### config.mk
export PLATFORM = sky130hd
export DESIGN_NAME = if_stage
export DESIGN_NICKNAME = d
export VERILOG_FILES = /design/src/rtl/if_stage.sv
export SDC_FILE = /design/constraint.sdc
export NUM_CORES = 1
export LEC_CHECK = 0
export ABC_AREA = 1
export BUFFER_PORTS_ARGS = -buffer_cell sky130_fd_sc_hd__buf_2
export CAP_MARGIN = 20
export CORE_MARGIN = 2
export CORE_UTILIZATION = 35
export DETAILED_ROUTE_END_ITERATION = 16
export PLACE_DENSITY_LB_ADDON = 0.15
export SYNTH_ARGS = -nofsm -noshare
export SYNTH_HDL_FRONTEND = slang
export SYNTH_SLANG_ARGS = --single-unit
export TNS_END_PERCENT = 20
### constraint.sdc
create_clock -name clk -period 3.2 [get_ports clk]
set_input_delay 0.32 -clock clk [delete_from_list [all_inputs] [get_ports clk]]
set_output_delay 0.32 -clock clk [all_outputs]
set_load 0.005 [all_outputs]
### src/rtl/if_stage.sv
// Instruction fetch stage: PC sequencing, held imem request, one-entry skid buffer, branch redirect.
// Define PC_MISALIGN_TRAP_EN to redirect misaligned branch targets to TRAP_PC and report them.
module if_stage #(
   parameter int unsigned  N        = 32,
   parameter logic [N-1:0] RESET_PC = '0
`ifdef PC_MISALIGN_TRAP_EN
   ,
   parameter logic [N-1:0] TRAP_PC  = N'(32'h0000_0100)
`endif
) (
   input  logic         clk,
   input  logic         rst,
   input  logic         stall,
   input  logic         branch_taken,
   input  logic [N-1:0] branch_target,
   output logic         imem_req,
   output logic [N-1:0] imem_addr,
   input  logic         imem_ack,
   input  logic [N-1:0] imem_rdata,
   output logic [N-1:0] instruction_out,
   output logic [N-1:0] pc_out,
   output logic         valid_out,
`ifdef PC_MISALIGN_TRAP_EN
   output logic         misalign_out,
   output logic [N-1:0] badaddr_out,
`endif
   output logic         flush
);

   typedef enum logic [1:0] {IDLE, REQ, DROP} state_e;

   state_e       state_q, state_d;
   logic [N-1:0] pc_q, pc_d;
   logic [N-1:0] drop_addr_q, drop_addr_d;
   logic         pend_q, pend_d;
   logic         valid_q, valid_d;
   logic [N-1:0] instr_q, instr_d;
   logic [N-1:0] pc_out_q, pc_out_d;
   logic         skid_full_q, skid_full_d;
   logic [N-1:0] skid_instr_q, skid_instr_d;
   logic [N-1:0] skid_pc_q, skid_pc_d;
   logic         slot_free, skid_drain, word_in;
   logic [N-1:0] redirect_pc;
`ifdef PC_MISALIGN_TRAP_EN
   logic         misalign_q, misalign_d;
   logic [N-1:0] badaddr_q, badaddr_d;
   logic         misaligned;
`endif

   // Request side: a request, once raised, is held by pend_q until it is acknowledged.
   always_comb begin
      slot_free  = !valid_q || !stall;
      skid_drain = skid_full_q && slot_free;
      imem_req   = 1'b0;
      unique case (state_q)
         REQ:     imem_req = pend_q || !skid_full_q || skid_drain;
         DROP:    imem_req = 1'b1;
         default: imem_req = 1'b0;
      endcase
      if (rst) begin
         imem_req = 1'b0;
      end
      imem_addr = (state_q == DROP) ? drop_addr_q : pc_q;
      word_in   = (state_q == REQ) && imem_req && imem_ack;
   end

   always_comb begin
      // NOTE: every output of this block is given a default first, so no path can infer a latch.
      state_d      = state_q;
      pc_d         = pc_q;
      drop_addr_d  = drop_addr_q;
      pend_d       = pend_q;
      valid_d      = valid_q;
      instr_d      = instr_q;
      pc_out_d     = pc_out_q;
      skid_full_d  = skid_full_q;
      skid_instr_d = skid_instr_q;
      skid_pc_d    = skid_pc_q;
`ifdef PC_MISALIGN_TRAP_EN
      misalign_d   = 1'b0;
      badaddr_d    = badaddr_q;
      misaligned   = (branch_target[1:0] != 2'b00);
      redirect_pc  = misaligned ? TRAP_PC : branch_target;
`else
      redirect_pc  = branch_target & ~N'(3);
`endif

      unique case (state_q)
         IDLE: state_d = REQ;
         REQ, DROP: begin
            if (branch_taken) begin
               pc_d        = redirect_pc;
               valid_d     = 1'b0;
               skid_full_d = 1'b0;
               pend_d      = 1'b0;
               // An unanswered request must still be retired, so its ack is absorbed in DROP.
               if (state_q == REQ && imem_req && !imem_ack) begin
                  state_d     = DROP;
                  drop_addr_d = pc_q;
               end else if (state_q == DROP && imem_ack) begin
                  state_d = REQ;
               end
`ifdef PC_MISALIGN_TRAP_EN
               if (misaligned) begin
                  misalign_d = 1'b1;
                  badaddr_d  = branch_target;
               end
`endif
            end else begin
               if (state_q == DROP && imem_ack) begin
                  state_d = REQ;
               end
               if (state_q == REQ) begin
                  pend_d = imem_req && !imem_ack;
               end
               if (word_in) begin
                  pc_d = pc_q + N'(4);
                  if (skid_full_q) begin
                     instr_d      = skid_instr_q;
                     pc_out_d     = skid_pc_q;
                     valid_d      = 1'b1;
                     skid_instr_d = imem_rdata;
                     skid_pc_d    = pc_q;
                  end else if (slot_free) begin
                     instr_d  = imem_rdata;
                     pc_out_d = pc_q;
                     valid_d  = 1'b1;
                  end else begin
                     skid_instr_d = imem_rdata;
                     skid_pc_d    = pc_q;
                     skid_full_d  = 1'b1;
                  end
               end else if (slot_free) begin
                  if (skid_full_q) begin
                     instr_d     = skid_instr_q;
                     pc_out_d    = skid_pc_q;
                     valid_d     = 1'b1;
                     skid_full_d = 1'b0;
                  end else begin
                     valid_d = 1'b0;
                  end
               end
            end
         end
         default: state_d = IDLE;
      endcase
   end

   // NOTE: sequential state uses non-blocking assignments so all flops update from pre-edge values.
   always_ff @(posedge clk) begin
      if (rst) begin
         state_q     <= IDLE;
         pc_q        <= RESET_PC;
         drop_addr_q <= '0;
         pend_q      <= 1'b0;
         valid_q     <= 1'b0;
         instr_q     <= '0;
         pc_out_q    <= '0;
         skid_full_q <= 1'b0;
`ifdef PC_MISALIGN_TRAP_EN
         misalign_q  <= 1'b0;
         badaddr_q   <= '0;
`endif
      end else begin
         state_q     <= state_d;
         pc_q        <= pc_d;
         drop_addr_q <= drop_addr_d;
         pend_q      <= pend_d;
         valid_q     <= valid_d;
         instr_q     <= instr_d;
         pc_out_q    <= pc_out_d;
         skid_full_q <= skid_full_d;
`ifdef PC_MISALIGN_TRAP_EN
         misalign_q  <= misalign_d;
         badaddr_q   <= badaddr_d;
`endif
      end
   end

   // NOTE: the skid payload has no reset; skid_full_q qualifies it, so its contents never matter when empty.
   always_ff @(posedge clk) begin
      skid_instr_q <= skid_instr_d;
      skid_pc_q    <= skid_pc_d;
   end

   assign instruction_out = instr_q;
   assign pc_out          = pc_out_q;
   assign valid_out       = valid_q;
   assign flush           = branch_taken;
`ifdef PC_MISALIGN_TRAP_EN
   assign misalign_out    = misalign_q;
   assign badaddr_out     = badaddr_q;
`endif

endmodule

==> results.ini <==
[finish]
regArea_um2=4410
nets=1682
insertedDiodeCount=0
multi_input_area_um2=4780
drive_above_1_share=0.144
syn2layout_area_growth_pct=15.6
nFillCells=3061
instances_no_fill=2005

[cts]
htree_levels=4
clk_pin_slew_ps=70
hold_buffers=0
clockBufferDepth=2
cts_resized=0
cts_setup_buffers=0
clock_latency_ps=450
numCtsBuffers=17
cts_tree=built
cts_sinks=189
cts_root_buf=clkbuf_16

[timing]
max_slew_margin=0.352
hold_viol_final=0
worstMarginPinSlew_ps=971
fin_skew_ps=11.3
fmax_mhz=377
period_share=0.828
finalSetupViolations=0
post-route-min-period_ps=2650
fin_ws_ps=549
drv_slew=0
tns_ps=0
rsz0062_at_grt=no

[route]
wl_met2_mm=12.6
drtAntennaViolNets=0
met3_length_mm=1.52
drc=0
wirelength_met1_mm=15.5
maxUsedRoutingLayer=met4
wire_per_inst_um=15.0
drtIter0Drc=764
vias_per_cell=4.85
wl_mm=30.2
dr.pass1.iters=5
vias=9729

[setup_path]
rrSetupSlack_ps=550
critPathSlowestCell=buf_4
crit_path_start_kind=register
r2r-start=state_q[0]$_SDFF_PP0_
end_kind=register
crit_chain=inv_1 > ha_1 > inv_2 > nor2_4 > nand3_2 > buf_4 > nand2_1 > nand2_1 > buf_4 > nor2_1 > nand2_1 > a21oi_1
rr_worst_depth=12
worst-setup-path-type=register to register
crit_path_max_incr_delay_ps=470
critPathRequiredTime_ps=3500
path_max_fanout=48
r2r_end=pc_q[21]$_SDFFE_PP0P_
worstPathArrival_ps=2960
worst_path_most_repeated_cell=nand2_1

[synth]
synthTopCellsByCount=485 x nand2_1, 267 x nor2_1, 127 x dfxtp_1, 108 x inv_1, 94 x nand3_1
synth_area_um2=10100
ys_ff_latch=189
seq_area_frac_synth=0.435
syn_area_per_cell_um2=6.74
syn_inst=1502
yosysMostFrequentCell=nand2_1
ys.flop_type=dfxtp_1
ys_async_sr_fraction=0
synth.distinct_cells=33
synth_top_area_share=0.251
synth_edf_count=62
synth_area_leaders=dfxtp_1 25%, edfxtp_1 18%, nand2_1 18%
ys_warn_count=0
yosys.area.top_type=dfxtp_1

[global_route]
gr-usage-all-layers=0.200
grt_pass1_vias=8604
antenna_found_initial=0
gr-total-overflow=0
grt_max_degree=95
grt_pass1_wl_mm=48.4

[worst_hold_path]
holdCritPathClass=primary input to register
hold_depth=1
min_to=skid_instr_q[22]$_DFFE_PP_
hold_start=imem_rdata[22]

[floorplanning]
start_util=0.354
die_w_um=174
std_cell_rows=62
coreArea_um2=28600
die_area_um2=30300
io_pins=168
die-height_um=174

[placed_design]
io_buffers=161
dp_hpwl_mm=20.4
dp_slack_ps=586
gp_congestion=0.903
dp.cells=1973

[status]
status=complete, no violations

[pwr]
p_per_area_nw_per_um2=434
ir_drop_uv=263
p_leak_nw=5.18
totalPowerFinal_w=0.00508

[flow_run]
cap_violations=0

where the power goes:
part           leakage, nW  total [W]  internal [W]  switching, W
clock                0.283    0.00210       0.00114      0.000963
sequential            1.61    0.00253       0.00250     0.0000341
combinational         3.29   0.000446      0.000136      0.000310
total                 5.18    0.00508       0.00377       0.00131
placed cells by master, fill, tap and decap left out, drive strengths merged:
master	Yosys	final
nand2	487	487
ha	5	5
nor2	270	270
nor3	7	7
a31oi	2	2
or2	1	1
edfxtp	62	62
xnor2	1	1
buf	64	187
xor2	4	4
clkinvlp	0	1
dfxtp	127	127
inv	112	117
clkbuf	39	25
conb	1	4
a211oi	1	1
a21oi	66	66
nand4	65	65
o211ai	1	1
clkinv	1	2
nand3b	2	2
o21ai	89	89
nand3	95	95
layout make-up:
| cell class | instances | share of cell area |
|---|---|---|
| Sequential cell | 189 | 0.376 |
| Multi-Input combinational cell | 1100 | 0.408 |
| Clock buffer | 25 | 0.0444 |
| Timing Repair Buffer | 187 | 0.0898 |
| Inverter | 113 | 0.0366 |
| Clock inverter | 7 | 0.00395 |
| Tap cell | 384 | 0.0410 |
worst max-delay path: cells and delay by family (launching register included):
family	cells	cell delay, ps
AO/OA/AOI/OAI	1	60
adder cells (fa/ha/maj)	1	380
buffers and inverters	4	1140
flip-flops	1	370
AND/OR/NAND/NOR	6	540
per-layer routing:
layer | vias up | track usage
met2 | 267 | 0.294
met3 | 25 | 0.0339
met4 | 0 | 0.0494
met5 | - | 0
met1 | 4430 | 0.302
li1 | 5007 | -
worst max-delay path by stage:
stage                     startpoint                        end  slack, ps  cells after the start
4_1_cts        state_q[0]$_SDFF_PP0_      pc_q[21]$_SDFFE_PP0P_        560                     12
3_5_place_dp   state_q[0]$_SDFF_PP0_      pc_q[21]$_SDFFE_PP0P_        590                     12
3_3_place_gp   state_q[0]$_SDFF_PP0_      pc_q[30]$_SDFFE_PP0P_        620                     12
6_report       state_q[0]$_SDFF_PP0_      pc_q[21]$_SDFFE_PP0P_        550                     12
2_1_floorplan  state_q[0]$_SDFF_PP0_  skid_instr_q[0]$_DFFE_PP_        390                     10
5_1_grt        state_q[0]$_SDFF_PP0_       pc_q[5]$_SDFFE_PP0P_        270                     11
cell families (layout without fill, tap and decap cells):
kind of cell,Yosys count,count (layout),share of synthesized area
xor gates and xnor gates,5,5,0.00432
AOI/OAI and AO/OA,159,159,0.0804
adders and majority gates,5,5,0.00618
and+or+nand+nor,927,927,0.378
buffers and inverters,216,332,0.0955
DFF,189,189,0.435
other,1,4,0.000370
per-stage QoR:
step                      hold WS (ps)  cell area (um^2)  utilization
final                             67.2             11700        0.409
after global routing              55.0             11700        0.409
after CTS                         49.5             11700        0.409
after detailed placement           443             11100        0.389
after global placement             446             11100        0.389
after floorplan                    419             10100            -
flip-flops by register name (all words and copies together), names as in the netlist:
name	flops
pend_q	1
skid_pc_q	30
skid_instr_q	32
pc_out	30
state_q	2
valid_out	1
drop_addr_q	30
pc_q	30
skid_full_q	1
instruction_out	32
Power figures use the tool's default switching activity.
